==> src/rtl/game_score_ctrl_if.sv <==
// Event/status bundle between the ball logic, the score counter and the game sequencer.
// The master side drives events and the counter digits. The slave side is the sequencer.
interface game_score_ctrl_if;
  logic       start;
  logic       hit;
  logic       miss;
  logic [3:0] dig0;
  logic [3:0] dig1;
  logic       score_up;
  logic       score_clr;
  logic       freeze;
  logic       game_over;
  logic [2:0] lives;
  logic [1:0] state;

  modport master (
    output start, hit, miss, dig0, dig1,
    input  score_up, score_clr, freeze, game_over, lives, state
  );

  modport slave (
    input  start, hit, miss, dig0, dig1,
    output score_up, score_clr, freeze, game_over, lives, state
  );
endinterface

==> src/rtl/game_score_ctrl.sv <==
// Game-level sequencer: turns hit/miss events into score counter pulses.
// It also tracks lives and holds the game-over display for WAIT_CYCLES clock cycles.
module game_score_ctrl #(
  parameter int LIVES       = 3,
  parameter int WAIT_CYCLES = 100_000_000,
  parameter int TIMER_W     = 27
) (
  input  logic               clk,
  input  logic               reset,
  game_score_ctrl_if.slave   bus
);

  typedef enum logic [1:0] {
    S_NEWGAME = 2'b00,
    S_PLAY    = 2'b01,
    S_NEWBALL = 2'b10,
    S_OVER    = 2'b11
  } state_e;

  localparam logic [2:0]         LIVES_INIT = 3'(LIVES);
  localparam logic [TIMER_W-1:0] TIMER_LOAD = TIMER_W'(WAIT_CYCLES - 1);

  state_e               state_q, state_d;
  logic [2:0]           lives_q, lives_d;
  logic [TIMER_W-1:0]   timer_q, timer_d;
  logic                 start_d_q;
  logic                 score_up_q, score_up_d;
  logic                 score_clr_q, score_clr_d;
  logic                 freeze_q, freeze_d;
  logic                 game_over_q, game_over_d;
  logic                 start_edge;
  logic                 at_max;

  assign start_edge = bus.start & ~start_d_q;
  assign at_max     = (bus.dig1 == 4'd9) && (bus.dig0 == 4'd9);

  always_comb begin
    state_d     = state_q;
    lives_d     = lives_q;
    timer_d     = timer_q;
    score_up_d  = 1'b0;
    score_clr_d = 1'b0;
    case (state_q)
      S_NEWGAME: begin
        if (start_edge) begin
          state_d     = S_PLAY;
          lives_d     = LIVES_INIT;
          score_clr_d = 1'b1;
        end
      end
      S_PLAY: begin
        // A miss takes priority over a hit in the same cycle.
        if (bus.miss) begin
          lives_d = (lives_q == 3'd0) ? 3'd0 : lives_q - 3'd1;
          if (lives_q <= 3'd1) begin
            state_d = S_OVER;
            timer_d = TIMER_LOAD;
          end else begin
            state_d = S_NEWBALL;
          end
        end else if (bus.hit && !at_max) begin
          score_up_d = 1'b1;
        end
      end
      S_NEWBALL: begin
        if (start_edge) state_d = S_PLAY;
      end
      S_OVER: begin
        if (timer_q == '0) state_d = S_NEWGAME;
        else               timer_d = timer_q - 1'b1;
      end
      default: state_d = S_NEWGAME;
    endcase
    freeze_d    = (state_d != S_PLAY);
    game_over_d = (state_d == S_OVER);
  end

  // start_d resets high so that a button held through reset release does not count as a press.
  always_ff @(posedge clk or posedge reset) begin
    if (reset) begin
      state_q     <= S_NEWGAME;
      lives_q     <= LIVES_INIT;
      timer_q     <= '0;
      start_d_q   <= 1'b1;
      score_up_q  <= 1'b0;
      score_clr_q <= 1'b0;
      freeze_q    <= 1'b1;
      game_over_q <= 1'b0;
    end else begin
      state_q     <= state_d;
      lives_q     <= lives_d;
      timer_q     <= timer_d;
      start_d_q   <= bus.start;
      score_up_q  <= score_up_d;
      score_clr_q <= score_clr_d;
      freeze_q    <= freeze_d;
      game_over_q <= game_over_d;
    end
  end

  assign bus.score_up  = score_up_q;
  assign bus.score_clr = score_clr_q;
  assign bus.freeze    = freeze_q;
  assign bus.game_over = game_over_q;
  assign bus.lives     = lives_q;
  assign bus.state     = state_q;

endmodule

==> src/flat_wrapper.sv <==
// flat-port wrapper written by rule: the top's interface ports become plain ports
module game_score_ctrl_flat 
#(
  parameter int LIVES       = 3,
  parameter int WAIT_CYCLES = 100_000_000,
  parameter int TIMER_W     = 27
)
  (clk, reset, bus_start, bus_hit, bus_miss, bus_dig0, bus_dig1, bus_score_up, bus_score_clr, bus_freeze, bus_game_over, bus_lives, bus_state);
  game_score_ctrl_if bus_i ();
  input  logic clk;
  input  logic reset;
  input wire logic [$bits(bus_i.start)-1:0] bus_start;
  input wire logic [$bits(bus_i.hit)-1:0] bus_hit;
  input wire logic [$bits(bus_i.miss)-1:0] bus_miss;
  input wire logic [$bits(bus_i.dig0)-1:0] bus_dig0;
  input wire logic [$bits(bus_i.dig1)-1:0] bus_dig1;
  output wire logic [$bits(bus_i.score_up)-1:0] bus_score_up;
  output wire logic [$bits(bus_i.score_clr)-1:0] bus_score_clr;
  output wire logic [$bits(bus_i.freeze)-1:0] bus_freeze;
  output wire logic [$bits(bus_i.game_over)-1:0] bus_game_over;
  output wire logic [$bits(bus_i.lives)-1:0] bus_lives;
  output wire logic [$bits(bus_i.state)-1:0] bus_state;
  assign bus_i.start = bus_start;
  assign bus_i.hit = bus_hit;
  assign bus_i.miss = bus_miss;
  assign bus_i.dig0 = bus_dig0;
  assign bus_i.dig1 = bus_dig1;
  assign bus_score_up = bus_i.score_up;
  assign bus_score_clr = bus_i.score_clr;
  assign bus_freeze = bus_i.freeze;
  assign bus_game_over = bus_i.game_over;
  assign bus_lives = bus_i.lives;
  assign bus_state = bus_i.state;
  game_score_ctrl #(.LIVES(LIVES), .WAIT_CYCLES(WAIT_CYCLES), .TIMER_W(TIMER_W)) u_core (.clk(clk), .reset(reset), .bus(bus_i));
endmodule
==> config.mk <==
export PLATFORM = sky130hd
export DESIGN_NAME = game_score_ctrl_flat
export DESIGN_NICKNAME = d
export VERILOG_FILES = /design/src/rtl/game_score_ctrl_if.sv /design/src/rtl/game_score_ctrl.sv /design/src/flat_wrapper.sv
export SDC_FILE = /design/constraint.sdc
export NUM_CORES = 1
export LEC_CHECK = 0
export ABC_CLOCK_PERIOD_IN_PS = 4200
export CAP_MARGIN = 20
export CORE_MARGIN = 2
export CORE_UTILIZATION = 48
export DETAILED_ROUTE_END_ITERATION = 10
export GPL_ROUTABILITY_DRIVEN = 0
export GPL_TIMING_DRIVEN = 0
export PLACE_DENSITY = 0.8
export SLEW_MARGIN = 40
export SYNTH_ARGS = -nofsm -noshare
export SYNTH_HDL_FRONTEND = slang
export SYNTH_SLANG_ARGS = --single-unit
==> constraint.sdc <==
create_clock -name clk -period 4.2 [get_ports clk]
set_clock_uncertainty 0.15 [all_clocks]
set_input_delay 0.84 -clock clk [delete_from_list [all_inputs] [get_ports clk]]
set_output_delay 0.84 -clock clk [all_outputs]
set_load 0.005 [all_outputs]
==> metrics.md, run 1 <==
| Metric | Value |
|---|---|
| Post-CTS Setup Inserts | 0 |
| Tot GR Track Use | 20.6% |
| Routed wire length | 4.24 mm |
| Setup slack, reg-to-reg | 1.45 ns |
| Arrival time at the worst endpoint | 3.10 ns |
| Seq cells post-synth | 37 |
| Tmin final | 3.02 ns |
| Synth area leader | dfrtp_1 |
| Ys flop type | dfrtp_1 |
| Die X | 68.6 um |
| CP top delay family | simple AND/OR/NAND/NOR gates |
| CP max FO | 10 |
| Max-cap violations | 0 |
| Synthesis-to-finish area growth | 19.7% |
| CTS tree | built |
| Post-DR wirelength/cell | 15.1 um |
| Final hold viol count | 0 |
| Reg clk slew, reported paths | approximately 0.080 ns |
| Fin nets | between 200 and 250 |
| Critical path launch point | bus_miss |
| Footprint of the multi-input gates | 997 um^2 |
| Crit-path cells | clkdlybuf4s50_1 > nor3b_1 > o21ai_0 > a21o_1 > buf_4 > or4_2 > nand3_1 |
| P_int | 878 uW |
| Clock power frac | 17.9% |
| CTS Sinks | 37 |
| Post-route DRC violation count | 0 |
| Ant. Diodes | 0 |
| Detailed Routing Iterations Pass 1 | 4 |
| CTS resizes | 0 |
| Row count | 23 |
| Total die area | 4710 um^2 |
| Cell Area, Synth | 2000 um^2 |
| Post-DP HPWL | 3.03 mm |
| Buffers & Inverters on Critical Path | 2 |
| Min-Delay Path Depth | 2 |
| Synth Area per Inst | 9.97 um^2 |
| Commonest cells in the netlist | dfrtp_1 (33), a21oi_1 (15), o21ai_0 (14), nor2_1 (13), nor3_1 (10) |
| Fmax | 0.331 GHz |
| Switching share of power | between 30% and 40% |
| Hold endpoint | u_core.timer_q[11] |
| Most frequent cell after synthesis | dfrtp_1 |
| Total core area | roughly 4000 um^2 |
| Vias | 1666 |
| Top Usage Layer GRT | met2 |
| Seq/Total Area, Yosys | a little under half |
| Least-Margin Pin Slew | 0.644 ns |
| Drt initial violations | approximately 140 |
| Bufs on Longest Clock Path | 2 |
| Grt ovf | 0 |
| Power density cells | 591 nW/um^2 |
| Starting Density | 50.1% |
| Vias in the first global route | 1532 |
| R2R depth | 8 |
| Leak | 0.955 nW |
| Vias/cell | approximately 5.9 |
| CTS Hold Bufs | 0 |
| Reg-to-reg endpoint | u_core.timer_q[26] |
| Relative slew slack | 56.8% |
| Reg power frac | a little under half |
| Critical setup path kind | input port to register |
| Register area | approximately 930 um^2 |
| Input/output buffers | 21 |
| IO Count | 22 |
| Max Slew Vio Count | 0 |
| Final worst-path cycle share | a little under three quarters |
| Clock root buffer | clkbuf_8 |
| GRT met2 Usage | 32.6% |
| Initial antenna violation count | 0 |
| CP startpoint kind | input port |
| Crit end category | register |
| Worst EP required | 4.28 ns |
| Routing usage on met1 | 27.2% |
| Crit-path slowest cell | or4_2 |
| Hold crit path type | register to register |
| Setup total negative slack | 0 ns |
| Peak supply drop | 289 uV |
| Chip height | 68.6 um |
| Post-synth top area share | roughly two fifths |
| Final setup violation count | 0 |
| Status | completed |
| DRT antenna net count | 0 |
| Synth Warn # | 0 |
| CP peak stage delay | 0.60 ns |
| DP Worst Slack | 0.881 ns |
| TritonCTS Buffers | 5 |
| Syn Nets | 216 |
| RSZ-0062 raised after global routing | false |
| Combinational Power Share | 35.5% |
| Net switching power | 540 uW |
| Ratio of cells with drive above 1 in the final layout | 15.2% |
| Filler cells | 348 |
| Non-filler cells, final | about 280 |
| Worst-Skew Late Latency | approximately 0.3 ns |
| Min-delay src | u_core.timer_q[11] |
| Largest net degree at the start of global routing | 23 |
| Critical R2R Launch | u_core.timer_q[0] |
| Gate Count Post-Synth | 201 |
| Final WS setup | about 1.2 ns |
| Synth area leaders | dfrtp_1 (41%), dfstp_2 (5.2%), a21oi_1 (3.7%) |
| First-pass GRT wire length | 7.07 mm |
| Ys async rst share | between 90% and 100% |
| Synth unique cells | 49 |
| Inst Count DP | 273 |
| CTS H-Tree Depth | 2 |
| Met3 Use GR | 4.87% |
| Post-synth EDFFs | 0 |
==> worst max-delay path by stage <==
stage / to / cells after the start / slack [ns]
6_report: u_core.timer_q[5] / 7 / 1.18
5_1_grt: u_core.timer_q[3] / 8 / 1.01
4_1_cts: u_core.timer_q[5] / 7 / 1.17
3_5_place_dp: u_core.timer_q[5] / 7 / 0.88
3_3_place_gp: u_core.timer_q[5] / 7 / 0.93
2_1_floorplan: u_core.timer_q[18] / 8 / 1.67
==> cell type report <==
cell class              count  share of cell area (%)
multi-input cells         147                    41.6
flip-flops and latches     37                    38.8
repair buffers             22                    9.91
clock buffers               8                    3.76
well taps                  50                    2.61
plain buffers              11                    2.40
inverters                   6                   0.939
==> registers in the layout, summed over array words and instances (netlist names) <==
signal,flops
u_core.bus.score_up,1
u_core.bus.game_over,1
u_core.bus.score_clr,1
u_core.timer_q,27
u_core.start_d_q,1
u_core.bus.lives,3
u_core.bus.state,2
u_core.bus.freeze,1
==> cell usage in the layout, fill, tap and decap left out, types with 2 or more instances in the layout <==
master	n
dfrtp_1	33
clkdlybuf4s50_1	21
a21oi_1	15
o21ai_0	14
nor2_1	13
nor3_1	9
nand3_1	9
clkbuf_1	8
and3_1	8
or4_1	6
nor4_1	6
clkbuf_8	6
nand2b_1	5
inv_1	5
nand2_1	5
o21ai_1	5
or4_4	4
dfstp_2	4
o41ai_1	3
nand4b_1	3
or3_2	3
o31ai_1	3
nor4_4	2
nor3b_1	2
buf_4	2
nand3b_1	2
or3_1	2
a211oi_4	2
xnor2_1	2
o211ai_1	2
nor4bb_1	2
or4_2	2
ha_1	2
==> per-layer routing <==
metal	part of all wire (%)	vias up
met3	2.5	7
met1	46	819
met5	0	-
met2	50	20
met4	1.8	0
li1	-	820
==> through the flow <==
step | hold slack [ns] | power (mW) | cell area, um^2 | utilization (%)
floorplan | 0.362 | 0.977 | 2000 | -
global placement | 0.390 | 1.14 | 2280 | 56.9
detailed placement | 0.400 | 1.16 | 2310 | 57.7
CTS | 0.409 | 1.42 | 2400 | 60.0
global route | 0.436 | 1.53 | 2400 | 60.0
finish | 0.413 | 1.42 | 2400 | 60.0
==> power by group through the flow <==
stage	Combinational (mW)	Sequential [mW]	Clock, mW
5_1_grt	0.570	0.681	0.276
6_report	0.503	0.661	0.253
4_1_cts	0.504	0.656	0.259
3_3_place_gp	0.485	0.654	0
2_1_floorplan	0.348	0.629	0
3_5_place_dp	0.501	0.662	0
==> worst register-to-register path, cell delays in order (launching register included) <==
cell      delay [ns]
dfrtp_1         0.42
inv_1           0.10
ha_1            0.17
or3b_2          0.44
clkbuf_1        0.20
or4_4           0.46
a211oi_4        0.39
and3_1          0.22
o21ai_1         0.06
==> logic make-up (layout without fill, tap and decap cells) <==
kind of cell,after synthesis,after routing,synth area share (%)
simple gates,90,90,29.8
compound gates,51,51,16.6
flops,37,37,46.5
buf+inv,17,47,4.00
fa+ha+maj,2,2,1.25
xor+xnor,2,2,0.875
mux,2,2,1.06
No activity file was read; power rests on OpenSTA's default activity.
==> inputs of run 2 (changes only) <==
Settings changed: ABC_CLOCK_PERIOD_IN_PS 4200 to 3000.
Clock period 4.2 ns to 3 ns, I/O delays scaled along.
==> results of run 2 <==
The final DEF is identical to that of run 1. Status: completed.
Main changes from that run: setup slack after placement 0.881 ns -> -0.0790 ns; setup slack after layout 1.18 ns -> 0.219 ns; register-to-register setup slack 1.45 ns -> 0.25 ns; total power 1.42 mW -> 1.98 mW; worst IR drop on VDD 289 uV -> 405 uV
